File: src/rtl/countdown_timer.sv
// Retriggerable single-shot delay timer: Done rises COUNT cycles after Start is
// first sampled low, and stays high until the next Start or Reset.
//
// state | meaning
// IDLE  | never started, or reset; counter 0
// LOAD  | Start held high; counter parked at COUNT
// RUN   | counting down after Start fell
// DONE  | delay elapsed; Done sticky, counter 0
module countdown_timer #(
  parameter int COUNT = 300
) (
  input  logic                             Clk,
  input  logic                             Reset,
  input  logic                             Start,
  output logic                             Done,
  output logic                             Busy,
  output logic [$clog2(COUNT+1)-1:0]       Remaining
);

  localparam int WIDTH = $clog2(COUNT + 1);
  localparam logic [WIDTH-1:0] COUNT_W    = WIDTH'(COUNT);
  localparam logic [WIDTH-1:0] COUNT_M1_W = WIDTH'(COUNT - 1);
  localparam logic [WIDTH-1:0] ONE_W      = WIDTH'(1);

  if (COUNT < 1) begin : g_bad_count
    $error("countdown_timer: COUNT must be >= 1");
  end

  typedef enum logic [1:0] {
    IDLE = 2'd0,
    LOAD = 2'd1,
    RUN  = 2'd2,
    DONE = 2'd3
  } state_t;

  state_t           state_q;
  logic [WIDTH-1:0] cnt_q;
  logic             done_q;
  logic             busy_q;

  // Done/Busy are registered alongside the state so no path exists from Start.
  always_ff @(posedge Clk) begin
    if (Reset) begin
      state_q <= IDLE;
      cnt_q   <= '0;
      done_q  <= 1'b0;
      busy_q  <= 1'b0;
    end else if (Start) begin
      state_q <= LOAD;
      cnt_q   <= COUNT_W;
      done_q  <= 1'b0;
      busy_q  <= 1'b1;
    end else begin
      case (state_q)
        LOAD: begin
          if (COUNT == 1) begin
            state_q <= DONE;
            cnt_q   <= '0;
            done_q  <= 1'b1;
            busy_q  <= 1'b0;
          end else begin
            state_q <= RUN;
            cnt_q   <= COUNT_M1_W;
            done_q  <= 1'b0;
            busy_q  <= 1'b1;
          end
        end
        RUN: begin
          if (cnt_q > ONE_W) begin
            cnt_q <= cnt_q - ONE_W;
          end else begin
            state_q <= DONE;
            cnt_q   <= '0;
            done_q  <= 1'b1;
            busy_q  <= 1'b0;
          end
        end
        default: begin
          state_q <= state_q;
          cnt_q   <= cnt_q;
        end
      endcase
    end
  end

  assign Done      = done_q;
  assign Busy      = busy_q;
  assign Remaining = cnt_q;

endmodule

File: config.mk
export PLATFORM = sky130hd
export DESIGN_NAME = countdown_timer
export DESIGN_NICKNAME = d
export VERILOG_FILES = /design/src/rtl/countdown_timer.sv
export SDC_FILE = /design/constraint.sdc
export NUM_CORES = 1
export LEC_CHECK = 0
export BUFFER_PORTS_ARGS = -buffer_cell sky130_fd_sc_hd__buf_2
export CAP_MARGIN = 0
export CORE_ASPECT_RATIO = 1.2
export CORE_MARGIN = 10
export CORE_UTILIZATION = 35
export CTS_CLUSTER_DIAMETER = 80
export DETAILED_ROUTE_END_ITERATION = 7
export PLACE_DENSITY = 0.56
export SLEW_MARGIN = 5
export SYNTH_ARGS = -nofsm -noshare
export SYNTH_HDL_FRONTEND = slang
export SYNTH_SLANG_ARGS = --single-unit
File: constraint.sdc
create_clock -name Clk -period 1.7 [get_ports Clk]
set_input_delay 0.255 -clock Clk [delete_from_list [all_inputs] [get_ports Clk]]
set_output_delay 0.255 -clock Clk [all_outputs]
set_load 0.1 [all_outputs]
# After elaboration in Yosys (flattened, before gate mapping)
# Cells that the tools add are included.
[op_classes] n_addsub=1 n_lt_le_gt_ge=1 n_eq_ne=4 muxes=11 n_reduce_logical=5
[op_table] operator="$mux W9" count=2
[op_table] operator="$pmux W9 S2" count=1
[op_table] operator="$gt A9 B1 Y1 const B" count=1
[op_table] operator="$sub A9 B1 Y9 const B" count=1
[op_table] operator="$mux W1" count=4
[op_table] operator="$pmux W1 S2" count=2
[op_table] operator="$pmux W2 S2" count=1
[op_table] operator="$reduce_and A2 Y1" count=2
[op_table] operator="$ne A3 B3 Y1 const B" count=1
[op_table] operator="$reduce_bool A3 Y1" count=1
[op_table] operator="$eq A2 B1 Y1 const B" count=1
[op_table] operator="$eq A2 B2 Y1 const B" count=1
[op_table] operator="$mux W2" count=1
[op_table] operator="$ne A2 B2 Y1 const B" count=1
[op_table] operator="$reduce_bool A2 Y1" count=1
[op_table] operator="$reduce_or A2 Y1" count=1
[totals] ff_bits=13 inputBits=3 output_inout_bits=11 wordCells=28

# Longest topological paths before layout
[logic_depth] depth_word=4 mapped_depth=7 mapped_depth_nobuf=6

# Worst setup path after synthesis
# Ideal clock, no wire load.
[synth_timing] path_kind="reg-to-reg" from="register cnt_q[1], in the netlist Remaining[1]" to="register cnt_q[6], in the netlist Remaining[6]" setup_ns=0.105 t_arrival_ns=2.081 t_required_ns=1.595 path_slack_ns=-0.485 path_stages_with_launch=7 n_path_buf=0 synth_period_minus_slack_ns=2.185 cell_sequence="dfxtp_1 > inv_1 > ha_1 > o21bai_1 > nand3_2 > nand2_2 > o41ai_1"
[synth_via] elab_chain_len=3 word_cells_on_any_way=4 cone_classes="1 x add/sub; 1 x order compare; 2 x mux"
[synth_rtl] item="start: declaration" line_no="37" source="logic [WIDTH-1:0] cnt_q;"
[synth_rtl] item="start signal: assignment" line_no="70" source="cnt_q <= cnt_q - ONE_W;"
[synth_rtl] item="start signal: assignment" line_no="80" source="cnt_q <= cnt_q;"
[synth_rtl] item="$sub A9 B1 Y9 or $gt A9 B1 Y1 (tied branches)" line_no="70, 69"
[synth_rtl] item="$mux W9 (*)" line_no="69" source="if (cnt_q > ONE_W) begin"
[synth_rtl] item="$pmux W9 S2 (*)" line_no="54" source="case (state_q)"
# Mark *: on every way between the ends. The rest lies on a longest branch, timed or not.
# A chain may end at the register's enable or synchronous reset.

# Worst setup path after layout
[layout_timing] from="register state_q[0]" to="register cnt_q[3], in the netlist Remaining[3]"
[layout_via] elab_chain_len=3 word_cells_on_any_way=5 cone_classes="2 x eq/ne; 2 x mux; 1 x reduce/logical"
[layout_rtl] item="start: declaration" line_no="36" source="state_t state_q;"
[layout_rtl] item="start signal: assignment" line_no="79" source="state_q <= state_q;"
[layout_rtl] item="$eq A2 B2 Y1 or $eq A2 B1 Y1 (tied branches)" line_no="54"
[layout_rtl] item="$pmux W9 S2" line_no="54"
[layout_rtl] item="$mux W9" line_no="48" source="end else if (Start) begin"
# Parallel ways exist; a longest one is shown, timed or not.

==> results.cfg <==
[worst_setup_path]
cp.required_ps = 1850
path_delay_family = simple AND/OR/NAND/NOR gates
critical_path.cell_chain = inv_1 -> ha_1 -> or3_1 -> o21a_1 -> nor2_1 -> nor3_1
critPathLaunchType = flop
end_kind = flop
cp_slowest_stage_delay_ps = 440
crit_buf_inv = 1
crit_slowest_cell = or3_1
crit_path_max_fanout = 6
arrival_ps = 1680
crit_type = reg -> reg

[clock_tree]
clock_latency_ps = 270
h-tree-depth = 1
clk_pin_slew_worst_paths_ps = 80
cts.path.max_buffers = 2
cts_made_buffers = 3
cts_tree = built
clockRootBuffer = clkbuf_4
cts_hold_buf = 0
clkSinkCount = 13

[sta]
setup_viol = 0
grt_setup_unrepaired = false
drv_slew = 0
fmax_mhz = 653
worstMarginPinSlew_ps = 489
slew_headroom_pct = 67.6
setup_tns_ps = 0
hold_viol_final = 0
fin_skew_ps = 1.32
worst_slack_ps = 169
fin_crit_sh_pct = 90.1
period_needed_ps = 1530

[drt]
first_iter_violations = 22
drc_errors = 0
first_pass_iters = 4
detail-route-antenna-nets = 0
viasPerCell = 5.30
drt_wl_total_um = 1850
wl_per_cell_um = 13.7
vias = 716

[floorplanning]
coreArea_mm2 = 0.00209
die_height_um = 72.0
dieArea_mm2 = 0.00456
initial_core_util_pct = 37.6
io_pins = 14
die_w_um = 63.3
rows = 18

[synthesis]
synth_area_um2 = 788
yosysWarningCount = 0
syn_inst = 89
synth_compound_area_share_pct = 23.3
synth-edff-count = 0
yosys.area_share.adder_pct = 6.35
synth_xor_area_share_pct = 1.11
synthMuxAreaShare_pct = 0
synth_top_family_by_area = simple AND/OR/NAND/NOR gates
avgSynthCellArea_um2 = 8.86
yosys_register_bits = 13
ys.flop_type = dfxtp_1
yosys.area_share.simple_pct = 31.3
ys_types = 38
yosysSeqAreaShare_pct = 33.0
synth_async_sr_flop_share_pct = 0
syn-num-nets = 96

[grt]
grt.total_usage_pct = 8.88
met1_usage_pct = 9.36
grt_util_met3_pct = 2.30
grt_max_degree = 12
grt_first_pass_wirelength_um = 3330
grt_util_met2_pct = 16.0
grt_pass1_vias = 764
antenna_found_initial = 0
grt-ovfl-total = 0
busiest_layer = met2

[final_layout]
fin_nets = 113
final_common_cell = buf_2
num-fill-cells = 219
most-common-layout-cells = 13 x buf_2, 7 x a21oi_1
final_cells = 135
drive_gt1_share_pct = 33.3
diodes = 0
fin_util_pct = 44.0
area_growth_pct = 17.0

[place]
place_inst = 131
hpwl_um = 1480
gp_congestion = 0.796
io_buffers = 13
pre_cts_ws_ps = 124

[power]
pwr_density_cell_mw_per_mm2 = 865
p_leak_nw = 0.380
ir_worst_vdd_uv = 512
fin_total_pwr_uw = 797

[status]
status = completed

[run]
drv_cap = 0

[worst_hold_path]
hold_class = in -> reg
==> worst register-to-register path: cells and delay by family, from the launching register on <==
family | cells | cell delay, ps
simple gates | 3 | 570
flops | 1 | 370
fa+ha+maj | 1 | 260
compound gates | 1 | 130
buf+inv | 1 | 80
==> through the flow <==
stage | instance area, um2 | hold WS, ps
final | 922 | 234
after CTS | 920 | 222
after floorplan | 800 | 331
after global routing | 922 | 231
after global placement | 893 | 439
after detailed placement | 893 | 444
==> synth_stat cells (2+ instances only) <==
cell	count	area [um2]
dfxtp_1	13	260
a21oi_1	7	35.0
inv_1	6	22.5
nand2_1	6	22.5
nor2_1	6	22.5
and3_1	4	25.0
ha_1	4	50.1
nor3_1	4	20.0
nand3_1	3	15.0
o21ai_0	3	15.0
a211oi_1	2	15.0
a311oi_2	2	30.0
nand2b_1	2	12.5
o21ai_1	2	10.0
o41ai_1	2	17.5
==> cell type report <==
class	count	area, um2	share of cell area, %
multi-input cells	68	492	53.3
inverters	6	22.5	2.44
clock buffers	4	26.3	2.85
well taps	30	37.5	4.07
repair buffers	14	72.6	7.87
flip-flops and latches	13	272	29.4
==> state kept, by name (all words and copies together) (netlist names) <==
register / count
Remaining: 9
state_q: 2
Done: 1
Busy: 1
==> repair_timing <==
item / 4_1_cts / 5_1_grt
endpoints found under the hold margin: 0 / 0
endpoints found under the setup margin: 0 / 5
setup buffers: 0 / 0
gates resized for setup: 0 / 1
==> where the power goes <==
part	internal [mW]	total, mW	switching [mW]
logic	0.0639	0.258	0.194
registers	0.323	0.349	0.0254
clock network	0.0909	0.190	0.0994
==> path summary, 6_finish.rpt <==
kind / slack [ps] / depth (start not counted) / end / startpoint
worst min-delay path: 230 / 2 / state_q[1] / Start
worst max register to register: 170 / 6 / Remaining[3] / state_q[0]
worst max-delay path: 170 / 6 / Remaining[3] / state_q[0]
worst min register to register: 450 / 2 / Done / Done
==> kinds of logic (layout without fill, tap and decap cells) <==
family                     Yosys count  after routing
AOI/OAI and AO/OA                   26             26
xor gates and xnor gates             1              1
buffers and inverters                8             24
DFF                                 13             13
adders and majority gates            4              4
and+or+nand+nor                     37             37
==> layer usage <==
layer / up-vias / share of wire, %
met5: - / 0
met4: 0 / 0.65
met3: 2 / 3.1
met2: 7 / 50
met1: 342 / 46
li1: 365 / -
No activity file was read; power rests on OpenSTA's default activity.
